[src/rtl/pwm_ramp_ctrl.sv]
// Duty-cycle ramp controller: walks duty_cycle toward an accepted target one
// step every STEP_DIV clocks, and ramps to zero whenever enable is dropped.
//
// state    | meaning
// ---------+-----------------------------------------------------------
// IDLE     | duty holding, ready for a new target while enable is high
// RAMP     | stepping duty toward tgt on every step tick
// SHUTDOWN | stepping duty toward zero; runs to completion regardless of enable
// OFF      | duty held at zero until enable returns
module pwm_ramp_ctrl #(
    parameter int unsigned STEP_DIV  = 128,
    parameter int unsigned STEP_SIZE = 1
) (
    input  logic       clk,
    input  logic       reset,
    input  logic       enable,
    input  logic [7:0] target_duty,
    input  logic       target_valid,
    output logic       target_ready,
    output logic [7:0] duty_cycle,
    output logic       ramping,
    output logic       done
);

    localparam int CNT_W = (STEP_DIV > 1) ? $clog2(STEP_DIV) : 1;
    localparam logic [CNT_W-1:0] CNT_LAST = CNT_W'(STEP_DIV - 1);
    localparam logic [7:0] STEP8 = 8'(STEP_SIZE);
    localparam logic [8:0] STEP9 = {1'b0, STEP8};

    typedef enum logic [1:0] {IDLE, RAMP, SHUTDOWN, OFF} state_t;

    state_t           state, state_nxt;
    logic [7:0]       tgt, tgt_nxt;
    logic [7:0]       duty_nxt;
    logic [CNT_W-1:0] cnt, cnt_nxt;
    logic             done_nxt;

    logic             tick;
    logic [8:0]       duty_up;
    logic [7:0]       duty_dn;
    logic [7:0]       ramp_val;
    logic [7:0]       shut_val;

    // Step arithmetic is done 9 bits wide so neither direction can wrap.
    always_comb begin
        tick     = (cnt == CNT_LAST);
        duty_up  = {1'b0, duty_cycle} + STEP9;
        duty_dn  = duty_cycle - STEP8;
        ramp_val = tgt;
        if (duty_cycle < tgt) begin
            if (duty_up < {1'b0, tgt})
                ramp_val = duty_up[7:0];
        end else begin
            if ({1'b0, duty_cycle} > ({1'b0, tgt} + STEP9))
                ramp_val = duty_dn;
        end
        shut_val = ({1'b0, duty_cycle} > STEP9) ? duty_dn : 8'd0;
    end

    always_comb begin
        state_nxt    = state;
        tgt_nxt      = tgt;
        duty_nxt     = duty_cycle;
        cnt_nxt      = cnt;
        done_nxt     = 1'b0;
        target_ready = (state == IDLE) && enable;
        ramping      = (state == RAMP) || (state == SHUTDOWN);

        case (state)
            IDLE: begin
                if (!enable) begin
                    tgt_nxt   = 8'd0;
                    cnt_nxt   = '0;
                    state_nxt = (duty_cycle == 8'd0) ? OFF : SHUTDOWN;
                end else if (target_valid) begin
                    tgt_nxt   = target_duty;
                    cnt_nxt   = '0;
                    state_nxt = RAMP;
                end
            end
            RAMP: begin
                if (!enable) begin
                    tgt_nxt   = 8'd0;
                    cnt_nxt   = '0;
                    state_nxt = (duty_cycle == 8'd0) ? OFF : SHUTDOWN;
                end else if (duty_cycle == tgt) begin
                    // target already matched at acceptance: finish without a step
                    cnt_nxt   = '0;
                    done_nxt  = 1'b1;
                    state_nxt = IDLE;
                end else begin
                    cnt_nxt = tick ? '0 : cnt + 1'b1;
                    if (tick) begin
                        duty_nxt = ramp_val;
                        if (ramp_val == tgt) begin
                            done_nxt  = 1'b1;
                            state_nxt = IDLE;
                        end
                    end
                end
            end
            SHUTDOWN: begin
                cnt_nxt = tick ? '0 : cnt + 1'b1;
                if (tick) begin
                    duty_nxt = shut_val;
                    if (shut_val == 8'd0) begin
                        cnt_nxt   = '0;
                        state_nxt = OFF;
                    end
                end
            end
            OFF: begin
                if (enable)
                    state_nxt = IDLE;
            end
            default: state_nxt = IDLE;
        endcase
    end

    always_ff @(posedge clk) begin
        if (reset) begin
            state      <= IDLE;
            tgt        <= 8'd0;
            duty_cycle <= 8'd0;
            cnt        <= '0;
            done       <= 1'b0;
        end else begin
            state      <= state_nxt;
            tgt        <= tgt_nxt;
            duty_cycle <= duty_nxt;
            cnt        <= cnt_nxt;
            done       <= done_nxt;
        end
    end

endmodule

[config.mk]
export PLATFORM = sky130hd
export DESIGN_NAME = pwm_ramp_ctrl
export DESIGN_NICKNAME = d
export VERILOG_FILES = /design/src/rtl/pwm_ramp_ctrl.sv
export SDC_FILE = /design/constraint.sdc
export NUM_CORES = 1
export LEC_CHECK = 0
export CELL_PAD_IN_SITES_DETAIL_PLACEMENT = 1
export CELL_PAD_IN_SITES_GLOBAL_PLACEMENT = 1
export CORE_MARGIN = 3
export CORE_UTILIZATION = 40
export DETAILED_ROUTE_END_ITERATION = 16
export DONT_BUFFER_PORTS = 1
export PLACE_DENSITY = 0.81
export REMOVE_ABC_BUFFERS = 1
export SKIP_LAST_GASP = 1
export SYNTH_ARGS = -nofsm -noshare
export SYNTH_HDL_FRONTEND = slang
export SYNTH_SLANG_ARGS = --single-unit
[constraint.sdc]
create_clock -name clk -period 4.75 [get_ports clk]
set_clock_uncertainty 0.2 [all_clocks]
set_input_delay 0.7125 -clock clk [delete_from_list [all_inputs] [get_ports clk]]
set_output_delay 0.7125 -clock clk [all_outputs]
set_load 0.1 [all_outputs]
==> out/results.tsv <==
stage	metric	value	unit
run_status	outcome	finished, final reports clean	
timing	clock.fmax	245	MHz
yosys	synth_edf_count	0	
cts	cts_setup_buffers	0	
finish	multi_input_area	1980	um^2
timing	setup_violations	0	
routing	drc_errors	0	
pwr	power	914	uW
floorplanning	coreArea	6390	um^2
pwr	p_sw_share	45.0	%
timing	tns	0	ps
finish	area_growth	7.21	%
yosys	postSynthCellCount	355	
placement	post-dp-hpwl	6.72	mm
timing	tightestPinTransition	939	ps
yosys	synth-adder-area-share	16.5	%
yosys	syn_area_per_cell	7.48	um^2
timing	final.min_clock_period	4070	ps
routing	firstDrtPassIters	4	
hold_path	hold_path.class	input port to flip-flop	
yosys	synthArstFlopShare	0	%
pwr	p_sw	411	uW
finish	fillCellCount	817	
critical_path	cp_max_fo	10	
critical_path	worstRegToRegCells	13	
yosys	synth_top_family_by_area	compound AO/OA/AOI/OAI gates	
finish	diodes	0	
grt	first_global_vias	2712	
routing	drtIter0Drc	222	
yosys	muxShareOfSynthArea	0.754	%
finish	seq_area	523	um^2
pwr	powerDensity	321	nW/um^2
hold_path	hp-start	reset	
critical_path	rrSetupSlack	680	ps
floorplanning	die-height	87.5	um
finish	mostFrequentLayoutCell	ha_1	
timing	hold_viol	0	
yosys	netlist_area	2660	um^2
grt	grt_max_degree	19	
yosys	synth_compound_area_share	24.4	%
routing	drt-total-wl	8.61	mm
critical_path	critPathLaunch	tgt[5]	
critical_path	crit_type	flip-flop to flip-flop	
cts	cts_resized	0	
finish	final_cell_mix	35 x ha_1, 34 x nor2_1, 33 x a21oi_1	
floorplanning	dieArea	7650	um^2
critical_path	regToRegEndpoint	state[1]	
timing	final_max_slew_viol_count	0	
yosys	synth_cell_types	48	
pwr	seqPwrFrac	30.2	%
floorplanning	ios	23	
finish	final_layout_size_suffix_gt1_share	6.25	%
finish	utilization	44.6	%
routing	via_per_inst	6.14	
yosys	synthTopCellsByArea	dfxtp_1 20%, ha_1 16%, xnor2_1 9.2%	
yosys	synth-seq-cells	26	
routing	ant_nets	0	
routing	vias	2634	
critical_path	arrival	4040	ps
yosys	synth_top_cell_by_area	dfxtp_1	
critical_path	required	4720	ps
cts	cts_tree	done	
critical_path	cp-end-kind	flip-flop	
cts	numCtsBuffers	3	
timing	rsz0062_at_grt	no	
run	maxCapViolations	0	
floorplanning	row_count	29	
finish	layout.nets	400	
floorplanning	start_util	41.6	%
pwr	pwr-share-clk	20.3	%
grt	antenna_found_initial	0	
pwr	p_leak	0.00113	uW
critical_path	setup.worst_path.start_class	flip-flop	
cts	htree_levels	1	
critical_path	rr_startpoint	tgt[5]	
placement	place_ws	749	ps
yosys	synthFlopType	dfxtp_1	
cts	clock-root-buffer	clkbuf_8	
pwr	ir_drop	0.242	mV
cts	cts_hold_buffers	0	
cts	clk_path_buf_depth	2	
yosys	yosysWarnings	0	
cts	clk_latency	280	ps
timing	maxSlewHeadroom	37.3	%
yosys	synthSimpleGateAreaFrac	21.1	%
timing	finalCritPeriodShare	85.8	%
grt	overflow	0	
pwr	pwr-share-comb	49.4	%
timing	timing.final.ws_setup	675	ps
placement	numPortBuffers	0	
routing	wl_per_cell	20.1	um
cts	cts_sinks	26	
placement	place_congestion	0.970	
cts	path_clk_slew	100	ps
grt	grt_pass1_wl	13.9	mm
yosys	synth_xor_area_share	11.5	%
yosys	yosysSeqAreaShare	19.6	%
yosys	yosys.area.top_type_share	19.6	%
grt	grt.total_usage	23.3	%
critical_path	crit_end	state[1]	
floorplanning	fp.dieW	87.5	um
pwr	p_int	502	uW
-- cells in the mapped netlist (all sizes together), types with 3 or more instances --
cell	instances
a31oi	5
nor3	8
ha	35
and3	3
nand2	28
nor2	34
nand4b	3
inv	25
o21ai	19
nor2b	3
o221a	3
nand3	20
a21o	3
nand4	6
or4	4
clkbuf	17
a211oi	3
xor2	7
o221ai	5
o21a	4
dfxtp	26
xnor2	28
a21oi	33
-- how the worst min path moves through the flow --
stage | endpoint | slack (ps) | depth (start not counted)
global route | duty_cycle[6] | 270 | 1
finish | tgt[2] | 290 | 1
global placement | cnt[6] | 270 | 2
detailed placement | cnt[6] | 290 | 2
CTS | tgt[7] | 280 | 1
floorplan | cnt[6] | 250 | 2
-- critical path, stage by stage (launching register included) --
cell and delay (ps):
dfxtp_1 530, and3_1 230, nand3_1 120, nor3_1 250
xnor2_1 110, ha_1 330, nand3_1 150, or3_1 400
o221a_2 150, o21a_1 250, a221o_1 410, a311oi_2 320
a31oi_1 180, o311a_1 310
-- layer usage --
metal	GRT usage (%)	part of all wire, %	up-vias
met5	0	0	-
met4	6.14	1.2	0
met3	3.69	6.1	8
met2	36.4	46	80
met1	33.1	46	1269
li1	-	-	1277
-- stage by stage --
step / area (um^2) / hold WS, ps / cells
3_3_place_gp: 2780 / 274 / 425
4_1_cts: 2850 / 282 / 429
2_1_floorplan: 2590 / 250 / 337
5_1_grt: 2850 / 274 / 429
3_5_place_dp: 2780 / 288 / 425
6_report: 2850 / 289 / 429
-- cells by family (layout without fill, tap and decap cells) --
group | count (synthesis) | in the layout
adder cells (fa/ha/maj) | 35 | 35
buffers and inverters | 43 | 40
XOR/XNOR | 35 | 35
multiplexers | 2 | 2
AND/OR/NAND/NOR | 117 | 117
flip-flops | 26 | 26
AO/OA/AOI/OAI | 97 | 97
-- power by group through the flow --
stage	Combinational [uW]	Clock, uW	Sequential [uW]
2_1_floorplan	349	0	267
3_3_place_gp	431	0	279
3_5_place_dp	445	0	281
4_1_cts	447	191	276
5_1_grt	497	200	279
6_report	451	186	276
-- area by class of cell --
cell class              count  share of cell area, %
repair buffers             11                   2.90
well taps                  77                   3.38
clock inverters             1                   1.05
multi-input cells         286                   69.5
inverters                  25                   3.30
clock buffers               3                   1.45
flip-flops and latches     26                   18.4
-- sequential cells by signal, summed over array words and instances, names as in the netlist --
| signal | cells |
|---|---|
| tgt | 8 |
| done | 1 |
| state | 2 |
| cnt | 7 |
| duty_cycle | 8 |
Note: power is estimated with default switching activity, not from simulation.
